**src/rtl/upcounter_pkg.sv**
```systemverilog
// rtl/upcounter_pkg.sv - shared state encoding and reset defaults for the up-counter sequencer
package upcounter_pkg;

    localparam logic [25:0] DEF_DIV   = 26'd50000000;
    localparam logic [3:0]  DEF_LIMIT = 4'd9;

    typedef enum logic [1:0] {
        ST_IDLE = 2'd0,
        ST_RUN  = 2'd1,
        ST_STEP = 2'd2
    } state_e;

endpackage

```
**src/rtl/upcounter_ctrl_if.sv**
```systemverilog
// rtl/upcounter_ctrl_if.sv - config, command and status bundle of the up-counter sequencer
interface upcounter_ctrl_if #(
    parameter int DIV_W = 26,
    parameter int CNT_W = 4
);
    logic             cfg_valid;
    logic             cfg_ready;
    logic [DIV_W-1:0] cfg_div;
    logic [CNT_W-1:0] cfg_limit;
    logic             cmd_start;
    logic             cmd_stop;
    logic             cmd_step;
    logic             cmd_clr;
    logic             tick;
    logic [CNT_W-1:0] count;
    logic             wrap;
    logic [1:0]       state;

    modport master (
        output cfg_valid, cfg_div, cfg_limit, cmd_start, cmd_stop, cmd_step, cmd_clr,
        input  cfg_ready, tick, count, wrap, state
    );

    modport slave (
        input  cfg_valid, cfg_div, cfg_limit, cmd_start, cmd_stop, cmd_step, cmd_clr,
        output cfg_ready, tick, count, wrap, state
    );
endinterface

```
**src/rtl/tick_prescaler.sv**
```systemverilog
// rtl/tick_prescaler.sv - divide-by-div_i cycle counter; hit_o flags the last cycle of each period
module tick_prescaler #(
    parameter int DIV_W = 26
) (
    input  logic             clk,
    input  logic             rst,
    input  logic [DIV_W-1:0] div_i,
    input  logic             clr_i,
    input  logic             en_i,
    output logic             hit_o
);
    logic [DIV_W-1:0] cnt_q, cnt_d;

    // div_i is never 0 (the controller stores 0 as 1), so div_i-1 is always a valid count
    assign hit_o = en_i && !clr_i && (cnt_q == div_i - DIV_W'(1));

    always_comb begin
        cnt_d = cnt_q;
        if (clr_i || !en_i) begin
            cnt_d = '0;
        end else if (hit_o) begin
            cnt_d = '0;
        end else begin
            cnt_d = cnt_q + DIV_W'(1);
        end
    end

    always_ff @(posedge clk) begin
        if (rst) begin
            cnt_q <= '0;
        end else begin
            cnt_q <= cnt_d;
        end
    end
endmodule

```
**src/rtl/upcounter_ctrl.sv**
```systemverilog
// rtl/upcounter_ctrl.sv - run/stop/single-step sequencer with programmable tick and bounded up-count
module upcounter_ctrl
    import upcounter_pkg::*;
#(
    parameter int               DIV_W     = 26,
    parameter int               CNT_W     = 4,
    parameter logic [DIV_W-1:0] DEF_DIV   = upcounter_pkg::DEF_DIV,
    parameter logic [CNT_W-1:0] DEF_LIMIT = upcounter_pkg::DEF_LIMIT
) (
    input  logic             clk,
    input  logic             rstn,
    upcounter_ctrl_if.slave  bus
);
    state_e           state_q, state_d;
    logic [DIV_W-1:0] div_q;
    logic [CNT_W-1:0] lim_q;
    logic [CNT_W-1:0] count_q, count_d;
    logic             tick_q, wrap_q, wrap_d;
    logic             cfg_ready_q;
    logic             cfg_fire;
    logic             presc_en;
    logic             hit;

    // A stop in the same cycle as a period end suppresses that tick
    assign presc_en = ((state_q == ST_RUN) || (state_q == ST_STEP)) && !bus.cmd_stop;
    assign cfg_fire = bus.cfg_valid && cfg_ready_q;

    tick_prescaler #(.DIV_W(DIV_W)) u_presc (
        .clk   (clk),
        .rst   (rstn),
        .div_i (div_q),
        .clr_i (1'b0),
        .en_i  (presc_en),
        .hit_o (hit)
    );

    always_comb begin
        state_d = state_q;
        case (state_q)
            ST_IDLE: begin
                if (!bus.cmd_stop) begin
                    if (bus.cmd_start) begin
                        state_d = ST_RUN;
                    end else if (bus.cmd_step) begin
                        state_d = ST_STEP;
                    end
                end
            end
            ST_RUN: begin
                if (bus.cmd_stop) begin
                    state_d = ST_IDLE;
                end
            end
            ST_STEP: begin
                if (bus.cmd_stop || hit) begin
                    state_d = ST_IDLE;
                end
            end
            default: state_d = ST_IDLE;
        endcase
    end

    always_comb begin
        count_d = count_q;
        wrap_d  = 1'b0;
        if (hit) begin
            if (count_q >= lim_q) begin
                count_d = '0;
                wrap_d  = 1'b1;
            end else begin
                count_d = count_q + CNT_W'(1);
            end
        end
        if (bus.cmd_clr) begin
            count_d = '0;
            wrap_d  = 1'b0;
        end
    end

    always_ff @(posedge clk) begin
        if (rstn) begin
            state_q     <= ST_IDLE;
            div_q       <= DEF_DIV;
            lim_q       <= DEF_LIMIT;
            count_q     <= '0;
            tick_q      <= 1'b0;
            wrap_q      <= 1'b0;
            cfg_ready_q <= 1'b1;
        end else begin
            state_q     <= state_d;
            count_q     <= count_d;
            tick_q      <= hit;
            wrap_q      <= wrap_d;
            cfg_ready_q <= (state_d == ST_IDLE);
            if (cfg_fire) begin
                div_q <= (bus.cfg_div == '0) ? DIV_W'(1) : bus.cfg_div;
                lim_q <= bus.cfg_limit;
            end
        end
    end

    assign bus.cfg_ready = cfg_ready_q;
    assign bus.tick      = tick_q;
    assign bus.count     = count_q;
    assign bus.wrap      = wrap_q;
    assign bus.state     = state_q;
endmodule

```
**src/flat_wrapper.sv**
```systemverilog
// flat-port wrapper written by rule: the top's interface ports become plain ports
module upcounter_ctrl_flat import upcounter_pkg::*;
#(
    parameter int               DIV_W     = 26,
    parameter int               CNT_W     = 4,
    parameter logic [DIV_W-1:0] DEF_DIV   = upcounter_pkg::DEF_DIV,
    parameter logic [CNT_W-1:0] DEF_LIMIT = upcounter_pkg::DEF_LIMIT
)
  (clk, rstn, bus_cfg_valid, bus_cfg_div, bus_cfg_limit, bus_cmd_start, bus_cmd_stop, bus_cmd_step, bus_cmd_clr, bus_cfg_ready, bus_tick, bus_count, bus_wrap, bus_state);
  upcounter_ctrl_if #(.DIV_W(DIV_W), .CNT_W(CNT_W)) bus_i ();
  input  logic clk;
  input  logic rstn;
  input wire logic [$bits(bus_i.cfg_valid)-1:0] bus_cfg_valid;
  input wire logic [$bits(bus_i.cfg_div)-1:0] bus_cfg_div;
  input wire logic [$bits(bus_i.cfg_limit)-1:0] bus_cfg_limit;
  input wire logic [$bits(bus_i.cmd_start)-1:0] bus_cmd_start;
  input wire logic [$bits(bus_i.cmd_stop)-1:0] bus_cmd_stop;
  input wire logic [$bits(bus_i.cmd_step)-1:0] bus_cmd_step;
  input wire logic [$bits(bus_i.cmd_clr)-1:0] bus_cmd_clr;
  output wire logic [$bits(bus_i.cfg_ready)-1:0] bus_cfg_ready;
  output wire logic [$bits(bus_i.tick)-1:0] bus_tick;
  output wire logic [$bits(bus_i.count)-1:0] bus_count;
  output wire logic [$bits(bus_i.wrap)-1:0] bus_wrap;
  output wire logic [$bits(bus_i.state)-1:0] bus_state;
  assign bus_i.cfg_valid = bus_cfg_valid;
  assign bus_i.cfg_div = bus_cfg_div;
  assign bus_i.cfg_limit = bus_cfg_limit;
  assign bus_i.cmd_start = bus_cmd_start;
  assign bus_i.cmd_stop = bus_cmd_stop;
  assign bus_i.cmd_step = bus_cmd_step;
  assign bus_i.cmd_clr = bus_cmd_clr;
  assign bus_cfg_ready = bus_i.cfg_ready;
  assign bus_tick = bus_i.tick;
  assign bus_count = bus_i.count;
  assign bus_wrap = bus_i.wrap;
  assign bus_state = bus_i.state;
  upcounter_ctrl #(.DIV_W(DIV_W), .CNT_W(CNT_W), .DEF_DIV(DEF_DIV), .DEF_LIMIT(DEF_LIMIT)) u_core (.clk(clk), .rstn(rstn), .bus(bus_i));
endmodule
```
**config.mk**
```make
export PLATFORM = sky130hd
export DESIGN_NAME = upcounter_ctrl_flat
export DESIGN_NICKNAME = d
export VERILOG_FILES = /design/src/rtl/upcounter_pkg.sv /design/src/rtl/upcounter_ctrl_if.sv /design/src/rtl/tick_prescaler.sv /design/src/rtl/upcounter_ctrl.sv /design/src/flat_wrapper.sv
export SDC_FILE = /design/constraint.sdc
export NUM_CORES = 1
export LEC_CHECK = 0
export CORE_MARGIN = 1
export CORE_UTILIZATION = 58
export CTS_BUF_LIST = sky130_fd_sc_hd__clkbuf_4
export DETAILED_ROUTE_END_ITERATION = 16
export MAX_ROUTING_LAYER = met4
export PLACE_DENSITY_LB_ADDON = 0.08
export SYNTH_ARGS = -nofsm -noshare
export SYNTH_HDL_FRONTEND = slang
export SYNTH_SLANG_ARGS = --single-unit
```
**constraint.sdc**
```tcl
create_clock -name clk -period 3.4 [get_ports clk]
set_input_delay 0.68 -clock clk [delete_from_list [all_inputs] [get_ports clk]]
set_output_delay 0.68 -clock clk [all_outputs]
set_load 0.02 [all_outputs]
```
==> impl_metrics.toml <==
[outcome]
status = "finished clean"

[global_route]
grt_start_max_net_pins = 32
grt_usage_pct = 27.37
grt_pass1_wl_um = 14860
grt-ovfl-total = 0
grt_pass1_vias = 3144
antenna_found_initial = 0

[clocking]
clockBufferDepth = 2
cts_root_buf = "clkbuf_4"
post_cts_buffers = 0
path_clk_slew_ps = 100
cts_hold_buf = 0
numClockSinks = 65
cts_buffers = 9
cts_tree = "yes"
htree_levels = 3
cts_resized = 0
clock_latency_ps = 410

[synth]
ys_warn_count = 0
synth_cells = 461
synth_area_per_cell_um2 = 8.289
yosysSeqAreaShare_pct = 34.05
synthFlopType = "dfxtp_1"
netlist_area_um2 = 3821
synthAdderAreaFrac_pct = 3.602
synth-edff-count = 0
synth-xor-area-share_pct = 12.84
synth-compound-area-share_pct = 12.15
yosys.area_share.simple_pct = 33.43
synth_mux_area_share_pct = 0.2947
syn_nets = 509
ys_types = 63
synth_top_family_by_area = "simple AND/OR/NAND/NOR gates"
ys_seq_elements = 65
async_flop_share_pct = 0

[die]
ios = 46
rows = 29
start_util_pct = 60.18
fp.dieW_um = 83.17
dieArea_um2 = 6916
die_h_um = 83.17
core-area_um2 = 6350

[sta]
finClkSkew_ps = 16.10
tns_ps = 0
finalSetupViolations = 0
fmax_mhz = 327.0
tightestPinTransition_ps = 861.0
min_period_ps = 3058
hold_viol = 0
rsz0062_at_grt = "false"
maxSlewViolCount = 0
holdWs_ps = 473.7
slew_headroom_pct = 42.60
finalCritPeriodShare_pct = 89.96

[final_layout]
area_growth_pct = 17.98
final_nets = 550
layout.cells.non_filler = 584
antenna_cells = 0
fillerInstances = 539
drive_gt1_share_pct = 6.903
final_common_cell = "nand2_1"
final_cell_mix = "76 x nand2_1, 65 x dfxtp_1, 45 x clkdlybuf4s50_1, 34 x xor2_1, 31 x nor3_1"

[route]
first_iter_violations = 270
drc = 0
firstDrtPassIters = 5
avgRoutedWirePerCell_um = 14.98
ant_nets = 0
wl_um = 8751
avgViaCountPerCell = 5.875
num_vias = 3431

[critical_path]
critPathKind = "flop to flop"
crit_arrival_ps = 3350
path_max_fanout = 31
cp-end-kind = "flop"
start_kind = "flop"
worstPathRequired_ps = 3690

[place]
dp.cells = 568
hpwl_um = 6623
io_buffers = 45
place_congestion = 0.8644

[hold_path]
hold_class = "flop to flop"

[power_and_ir_drop]
totalPowerFinal_mw = 1.836
power.density_nw_per_um2 = 407.2
irDropWorstVdd_mv = 0.2957
p_leak_nw = 1.697

[flow_run]
drv_cap = 0
## area by class of cell
class	count	area, um2	area share, %
Clock buffer	9	67.56	1.499
Clock inverter	7	132.6	2.942
Inverter	15	56.30	1.249
Multi-Input combinational cell	363	2381	52.82
Sequential cell	65	1301	28.86
Tap cell	77	96.34	2.137
Timing Repair Buffer	48	473.0	10.49
## logic make-up (layout without fill, tap and decap cells)
logic type | Yosys count | count (layout)
AND/OR/NAND/NOR | 228 | 228
multiplexers | 1 | 1
XOR/XNOR | 56 | 56
AO/OA/AOI/OAI | 67 | 67
adder cells (fa/ha/maj) | 11 | 11
flip-flops | 65 | 65
buffers and inverters | 33 | 79
## per-layer routing
metal	vias up	GRT usage (%)	wire, um
met3	14	5.765	454
met1	1573	38.51	4330
met4	0	9.875	159
met2	116	38.67	3806
li1	1728	-	-
met5	-	-	0
## through the flow
step                util [%]  setup slack (ps)  area, um2
finish                 71.00             341.5       4508
global route           71.00             83.42       4508
CTS                    71.00             347.6       4508
detailed placement     67.84             375.8       4308
global placement       67.84             465.1       4308
floorplan                  -             707.6       3821
## where the power goes
part	switching (mW)	leakage, nW	total (mW)	internal, mW
sequential	0.0504	0.531	0.844	0.793
combinational	0.143	1.06	0.277	0.133
clock	0.275	0.105	0.715	0.441
total	0.468	1.70	1.84	1.37
## path summary, 6_finish.rpt
kind	from	endpoint	slack, ps	cells past startpoint
worst min register to register	u_core.lim_q[1]$_SDFFE_PP0P_	u_core.lim_q[1]$_SDFFE_PP0P_	470	2
worst max-delay path	u_core.div_q[0]$_SDFFE_PP0P_	u_core.bus.state[1]$_SDFF_PP0_	340	10
worst min-delay path	u_core.lim_q[1]$_SDFFE_PP0P_	u_core.lim_q[1]$_SDFFE_PP0P_	470	2
worst max register to register	u_core.div_q[0]$_SDFFE_PP0P_	u_core.bus.state[1]$_SDFF_PP0_	340	10
## worst max-delay path, stage by stage, from the launching register on
cell and delay [ps]:
dfxtp_1 360, inv_1 90, ha_1 240, nor4b_4 350
nand3_2 170, or4_4 530, nor4b_4 320, o22ai_2 170
nor4_4 240, buf_4 340, o31ai_1 120
## registers in the layout, summed over array words and instances, names as in the netlist
register,flops
u_core.u_presc.cnt_q,26
u_core.lim_q,4
u_core.bus.cfg_ready,1
u_core.bus.count,4
u_core.bus.wrap,1
u_core.bus.tick,1
u_core.div_q,26
u_core.bus.state,2
## synthesized netlist by cell type (6+ instances only)
| library cell | count | area, um2 |
|---|---|---|
| inv_1 | 15 | 56.30 |
| nand3b_1 | 17 | 127.6 |
| and3_1 | 12 | 75.07 |
| xnor2_1 | 22 | 192.7 |
| nor4_1 | 8 | 50.05 |
| dfxtp_1 | 65 | 1301 |
| ha_1 | 11 | 137.6 |
| nand3_1 | 22 | 110.1 |
| nand2_1 | 76 | 285.3 |
| nor3_1 | 31 | 155.2 |
| a21oi_1 | 21 | 105.1 |
| o21ai_0 | 8 | 40.04 |
| nand4_1 | 9 | 56.30 |
| or3_1 | 6 | 37.54 |
| o31ai_1 | 8 | 60.06 |
| clkbuf_1 | 11 | 41.29 |
| nor2_1 | 16 | 60.06 |
| xor2_1 | 34 | 297.8 |
Note: power is estimated with default switching activity, not from simulation.
